[config.mk]
export PLATFORM = sky130hd
export DESIGN_NAME = puzzle_loader
export DESIGN_NICKNAME = d
export VERILOG_FILES = /design/src/rtl/puzzle_loader.sv
export SDC_FILE = /design/constraint.sdc
export NUM_CORES = 1
export LEC_CHECK = 0
export CORE_UTILIZATION = 65
export CTS_CLUSTER_SIZE = 14
export DETAILED_ROUTE_END_ITERATION = 12
export DONT_BUFFER_PORTS = 1
export PLACE_DENSITY = 0.86
export SLEW_MARGIN = 0
export SYNTH_ARGS = -nofsm -noshare
export SYNTH_HDL_FRONTEND = slang
export SYNTH_SLANG_ARGS = --single-unit
export TNS_END_PERCENT = 10
[constraint.sdc]
create_clock -name clk -period 5.3 [get_ports clk]
set_input_delay 0.265 -clock clk [delete_from_list [all_inputs] [get_ports clk]]
set_output_delay 0.265 -clock clk [all_outputs]
set_load 0.1 [all_outputs]
[src/rtl/puzzle_loader.sv]
// Frames the uart_rx byte stream into a nonogram puzzle load: header checks, clue RAM writes, checksum, commit.
// Optional inter-byte timeout abort is enabled by defining PUZZLE_LOADER_TIMEOUT_EN.
module puzzle_loader #(
   parameter  int MAX_DIM     = 15,
   parameter  int MAX_CLUES   = 256,
   parameter  int TIMEOUT_CYC = 104160,
   localparam int ADDR_W      = $clog2(MAX_CLUES)
) (
   input  logic              clk,
   input  logic              rst,
   input  logic              rx_valid,
   input  logic [7:0]        rx_data,
   input  logic              solver_rdy,
   output logic              mem_we,
   output logic [ADDR_W-1:0] mem_addr,
   output logic [7:0]        mem_wdata,
   output logic [7:0]        rows,
   output logic [7:0]        cols,
   output logic [ADDR_W:0]   clue_cnt,
   output logic              busy,
   output logic              load_done,
   output logic              load_err,
   output logic [1:0]        err_code
);

   typedef enum logic [3:0] {
      S_IDLE, S_ROWS, S_COLS, S_LEN_HI, S_LEN_LO, S_CLUES, S_CSUM, S_DONE, S_ERR
   } state_t;

   localparam logic [7:0]  MAX_DIM_B   = 8'(MAX_DIM);
   localparam logic [16:0] MAX_CLUES_L = 17'(MAX_CLUES);

   state_t            state_q, state_d;
   logic [7:0]        rows_sh_q, rows_sh_d, cols_sh_q, cols_sh_d;
   logic [7:0]        sum_q, sum_d;
   logic [15:0]       len_q, len_d;
   logic [ADDR_W:0]   cnt_q, cnt_d;
   logic              mem_we_q, mem_we_d;
   logic [ADDR_W-1:0] mem_addr_q, mem_addr_d;
   logic [7:0]        mem_wdata_q, mem_wdata_d;
   logic [7:0]        rows_q, rows_d, cols_q, cols_d;
   logic [ADDR_W:0]   clue_cnt_q, clue_cnt_d;
   logic              busy_q, busy_d;
   logic              load_done_q, load_done_d;
   logic              load_err_q, load_err_d;
   logic [1:0]        err_code_q, err_code_d;

   logic              dim_bad, len_bad, clue_last, timeout_hit;
   logic [15:0]       len_new;
   logic [ADDR_W:0]   cnt_inc;

   assign dim_bad   = (rx_data == 8'd0) || (rx_data > MAX_DIM_B);
   assign len_new   = {len_q[15:8], rx_data};
   assign len_bad   = (len_new == 16'd0) || ({1'b0, len_new} > MAX_CLUES_L);
   assign cnt_inc   = cnt_q + 1'b1;
   assign clue_last = (16'(cnt_inc) == len_q);

`ifdef PUZZLE_LOADER_TIMEOUT_EN
   localparam int TMR_W = $clog2(TIMEOUT_CYC + 1);
   logic [TMR_W-1:0] tmr_q, tmr_d;
   logic             tmr_run;

   // Only the byte-collecting states can time out; DONE/ERR leave on their own.
   assign tmr_run     = (state_q != S_IDLE) && (state_q != S_DONE) && (state_q != S_ERR);
   assign tmr_d       = (!tmr_run || rx_valid) ? '0 : tmr_q + 1'b1;
   assign timeout_hit = tmr_run && !rx_valid && (tmr_q == TMR_W'(TIMEOUT_CYC - 1));

   always_ff @(posedge clk) begin
      if (rst) tmr_q <= '0;
      else     tmr_q <= tmr_d;
   end
`else
   assign timeout_hit = 1'b0;
   if (TIMEOUT_CYC < 1) begin : g_timeout_param_illegal
   end
`endif

   always_comb begin
      state_d     = state_q;
      rows_sh_d   = rows_sh_q;
      cols_sh_d   = cols_sh_q;
      sum_d       = sum_q;
      len_d       = len_q;
      cnt_d       = cnt_q;
      mem_we_d    = 1'b0;
      mem_addr_d  = mem_addr_q;
      mem_wdata_d = mem_wdata_q;
      rows_d      = rows_q;
      cols_d      = cols_q;
      clue_cnt_d  = clue_cnt_q;
      load_done_d = 1'b0;
      load_err_d  = 1'b0;
      err_code_d  = 2'd0;
      case (state_q)
         S_IDLE: if (rx_valid && rx_data == 8'hA5 && solver_rdy) begin
            state_d = S_ROWS;
            sum_d   = 8'd0;
         end
         S_ROWS: if (rx_valid) begin
            if (dim_bad) begin
               state_d = S_ERR; load_err_d = 1'b1; err_code_d = 2'd1;
            end else begin
               rows_sh_d = rx_data; sum_d = sum_q + rx_data; state_d = S_COLS;
            end
         end
         S_COLS: if (rx_valid) begin
            if (dim_bad) begin
               state_d = S_ERR; load_err_d = 1'b1; err_code_d = 2'd1;
            end else begin
               cols_sh_d = rx_data; sum_d = sum_q + rx_data; state_d = S_LEN_HI;
            end
         end
         S_LEN_HI: if (rx_valid) begin
            len_d   = {rx_data, 8'h00};
            sum_d   = sum_q + rx_data;
            state_d = S_LEN_LO;
         end
         S_LEN_LO: if (rx_valid) begin
            if (len_bad) begin
               state_d = S_ERR; load_err_d = 1'b1; err_code_d = 2'd2;
            end else begin
               len_d = len_new; sum_d = sum_q + rx_data; cnt_d = '0; state_d = S_CLUES;
            end
         end
         S_CLUES: if (rx_valid) begin
            mem_we_d    = 1'b1;
            mem_addr_d  = cnt_q[ADDR_W-1:0];
            mem_wdata_d = rx_data;
            sum_d       = sum_q + rx_data;
            cnt_d       = cnt_inc;
            if (clue_last) state_d = S_CSUM;
         end
         S_CSUM: if (rx_valid) begin
            if (rx_data == sum_q) begin
               state_d     = S_DONE;
               load_done_d = 1'b1;
               rows_d      = rows_sh_q;
               cols_d      = cols_sh_q;
               clue_cnt_d  = len_q[ADDR_W:0];
            end else begin
               state_d = S_ERR; load_err_d = 1'b1; err_code_d = 2'd3;
            end
         end
         default: state_d = S_IDLE;
      endcase
      if (timeout_hit) begin
         state_d = S_ERR; load_err_d = 1'b1; err_code_d = 2'd0;
      end
      busy_d = (state_d != S_IDLE);
   end

   always_ff @(posedge clk) begin
      if (rst) begin
         state_q     <= S_IDLE;
         rows_sh_q   <= '0;
         cols_sh_q   <= '0;
         sum_q       <= '0;
         len_q       <= '0;
         cnt_q       <= '0;
         mem_we_q    <= 1'b0;
         mem_addr_q  <= '0;
         mem_wdata_q <= '0;
         rows_q      <= '0;
         cols_q      <= '0;
         clue_cnt_q  <= '0;
         busy_q      <= 1'b0;
         load_done_q <= 1'b0;
         load_err_q  <= 1'b0;
         err_code_q  <= '0;
      end else begin
         state_q     <= state_d;
         rows_sh_q   <= rows_sh_d;
         cols_sh_q   <= cols_sh_d;
         sum_q       <= sum_d;
         len_q       <= len_d;
         cnt_q       <= cnt_d;
         mem_we_q    <= mem_we_d;
         mem_addr_q  <= mem_addr_d;
         mem_wdata_q <= mem_wdata_d;
         rows_q      <= rows_d;
         cols_q      <= cols_d;
         clue_cnt_q  <= clue_cnt_d;
         busy_q      <= busy_d;
         load_done_q <= load_done_d;
         load_err_q  <= load_err_d;
         err_code_q  <= err_code_d;
      end
   end

   assign mem_we    = mem_we_q;
   assign mem_addr  = mem_addr_q;
   assign mem_wdata = mem_wdata_q;
   assign rows      = rows_q;
   assign cols      = cols_q;
   assign clue_cnt  = clue_cnt_q;
   assign busy      = busy_q;
   assign load_done = load_done_q;
   assign load_err  = load_err_q;
   assign err_code  = err_code_q;

endmodule

==> impl_metrics.csv <==
group,metric,value,unit
timing,slew_headroom,27.2,%
floorplan,die_area,0.00699,mm²
power,p_leak,1.58,nW
global_routing,met2_usage,51.6,%
critical_path,worst_r2r_path_depth,6,
floorplan,start_util,67.8,%
timing,fmax,368,MHz
power,ir_worst_vdd,0.306,mV
yosys,synthTopCellsByArea,"dfxtp_1, nand2_1, a21oi_1, nor2_1, clkbuf_1",
outcome,outcome,"finished, final reports clean",
yosys,syn_area,0.00433,mm²
routing,vias,3797,
global_routing,grt_antenna_before_repair,0,
timing,finalMaxSlewViolations,0,
timing,finalSetupTns,0,ns
yosys,synth_top_cell_by_area,"dfxtp_1",
timing,rsz0062_at_grt,"false",
global_routing,met3_usage,5.84,%
critical_path,worst_r2r_endpoint,"busy",
yosys,synth_edf_count,0,
hold_path,hold_depth,2,
critical_path,crit_type,"flip-flop to flip-flop",
yosys,netlist-cell-type-count,50,
hold_path,hp-class,"primary input to flip-flop",
critical_path,worst-path-max-fanout,26,
yosys,yosys-top-cells-count,"nand2_1, dfxtp_1, a21oi_1",
yosys,synth_seq_area_share,46.2,%
routing,ant_nets,0,
cells_and_area,nets,526,
timing,setup_ws,2.58,ns
placement,dpl_cell_area,0.00430,mm²
critical_path,worstReg2RegStart,"state_q[1]",
yosys,synth_ff_type,"dfxtp_1",
yosys,avgSynthCellArea,8.23,µm²
floorplan,rows,29,
placement,portBuffers,0,
timing,tightest_slew,1.09,ns
critical_path,cp.required,5.61,ns
global_routing,grt-ovfl-total,0,
placement,pre_cts_ws,2.63,ns
floorplan,die_x,83.6,µm
cts,htreeDepth,3,
cts,cts_tree,"yes",
critical_path,rrSetupSlack,2.58,ns
yosys,synth_nets,547,
cts,cts_buffer_depth,2,
floorplan,die_y,83.6,µm
cts,cts_root_buf,"clkbuf_8",
global_routing,grt_pass1_wl,17.2,mm
placement,gp_congestion,0.923,
yosys,yosysMostFrequentCell,"nand2_1",
cells_and_area,final-seq-area,0.00200,mm²
global_routing,grt_util_all_layers,30.7,%
critical_path,worstPathArrival,3.03,ns
routing,drt_iter0_drc,290,
yosys,synth_top_area_share,46.2,%
power,p_per_area,281,mW/mm²
floorplan,core_area,0.00639,mm²
critical_path,cp-start-kind,"flip-flop",
cells_and_area,area_growth,4.48,%
global_routing,grt_max_degree,81,
cts,postCtsSetupBuffers,0,
placement,hpwl,7.07,mm
timing,final-hold-violation-count,0,
cells_and_area,postLayoutCellArea,0.00452,mm²
timing,finalCriticalPeriod,2.72,ns
floorplan,io_pins,59,
timing,finalSetupViolCount,0,
routing,wire_per_inst,18.1,µm
power,power.total,1.27,mW
yosys,synthArstFlopShare,0,%
routing,firstDrtPassIters,5,
routing,drc,0,
routing,viasPerCell,6.47,
timing,fin_skew,0.0135,ns
critical_path,cp-end-kind,"flip-flop",
yosys,yosys_warnings,0,
global_routing,grt_pass1_vias,3512,
cts,cts_buffers,9,
yosys,postSynthCellCount,526,
hold_path,holdCritStartpoint,"rx_data[7]",
cells_and_area,fillers,509,
cells_and_area,drive_gt1_share,4.31,%
run,max-cap-violations,0,
timing,fin_crit_sh,51.3,%
cts,clkSlewWorstSetupHoldPaths,0.10,ns
cells_and_area,multi_input_area,0.00216,mm²
global_routing,busiest_layer,"met2",
timing,hold_ws,0.0338,ns
routing,routed_wirelength,10.6,mm
hold_path,hold_end,"mem_wdata[7]",
global_routing,grt_util_met1,39.6,%
cts,cts.sinks,100,
yosys,synth-seq-cells,100,
cts,clk_latency,0.37,ns
cells_and_area,diodes,0,
==> layout make-up <==
type,instances,area share [%]
Multi-Input combinational cell,384,47.8
Sequential cell,100,44.3
Clock buffer,10,3.04
Tap cell,77,2.13
Clock inverter,6,1.36
Timing Repair Buffer,2,0.775
Inverter,8,0.664
==> layout by cell type (no fill, tap or decap), drive strengths merged, types with 3 or more instances in the layout <==
master,netlist,routed
nand2,104,104
dfxtp,100,100
a21oi,70,70
nor2,37,37
nand3,18,18
o21ai,14,14
inv,8,13
xnor2,11,11
clkbuf,32,10
nor3,9,9
and3,9,9
mux2i,9,9
a22oi,8,8
ha,8,8
or4,8,8
a22o,7,7
or3,6,6
nor3b,6,6
xor2,6,6
nor4,5,5
nand2b,4,4
a31oi,4,4
nand4,4,4
o211ai,3,3
o31a,3,3
nor2b,3,3
a211oi,3,3
o21a,3,3
==> per-stage QoR <==
stage          instances  util, %
6_report             587     70.8
5_1_grt              587     70.8
4_1_cts              587     70.8
3_5_place_dp         570     67.3
3_3_place_gp         570     67.3
2_1_floorplan        526        -
==> how the worst max path moves through the flow <==
| stage | start | to | cells after the start |
|---|---|---|---|
| 2_1_floorplan | rx_data[2] | busy | 7 |
| 3_3_place_gp | rx_data[4] | busy | 6 |
| 3_5_place_dp | rx_data[4] | busy | 6 |
| 4_1_cts | sum_q[4] | busy | 7 |
| 5_1_grt | state_q[1] | busy | 6 |
| 6_report | state_q[1] | busy | 6 |
==> timing repair <==
item / in CTS / in global routing
hold endpoints to repair: 80 / 0
hold buffers: 1 / 0
resized for setup: 0 / 0
==> registers in the layout, indices dropped and copies added (netlist names) <==
name and flops:
busy 1, clue_cnt 9, cnt_q 9, cols 8, cols_sh_q 8, err_code 2
len_q 16, load_done 1, load_err 1, mem_addr 8, mem_wdata 8, mem_we 1
rows 8, rows_sh_q 8, state_q 4, sum_q 8
==> logic make-up (layout without fill, tap and decap cells) <==
kind of cell	after synthesis	after routing	synth area share (%)
flip-flops	100	100	46.2
multiplexers	9	9	2.08
adder cells (fa/ha/maj)	9	9	2.77
AO/OA/AOI/OAI	127	127	17.4
AND/OR/NAND/NOR	222	222	24.2
buffers and inverters	42	26	3.84
XOR/XNOR	17	17	3.44
==> worst max-delay path: stages (launching register included) <==
cell and delay [ns]:
dfxtp_1 0.57, nand2_1 0.15, nor3_1 0.41, nand3_1 0.89, o211ai_1 0.41, o31a_1 0.16, or3_1 0.09
==> power by group <==
part	switching, mW	internal [mW]
Sequential	0.000114	0.751
Combinational	0.0190	0.00921
Clock	0.292	0.199
Total	0.311	0.959
==> metal layers <==
layer	vias up	part of all wire (%)
met5	-	0
met4	0	2.2
met3	34	7.4
met2	167	47
met1	1795	43
li1	1801	-
No activity file was read; power rests on OpenSTA's default activity.
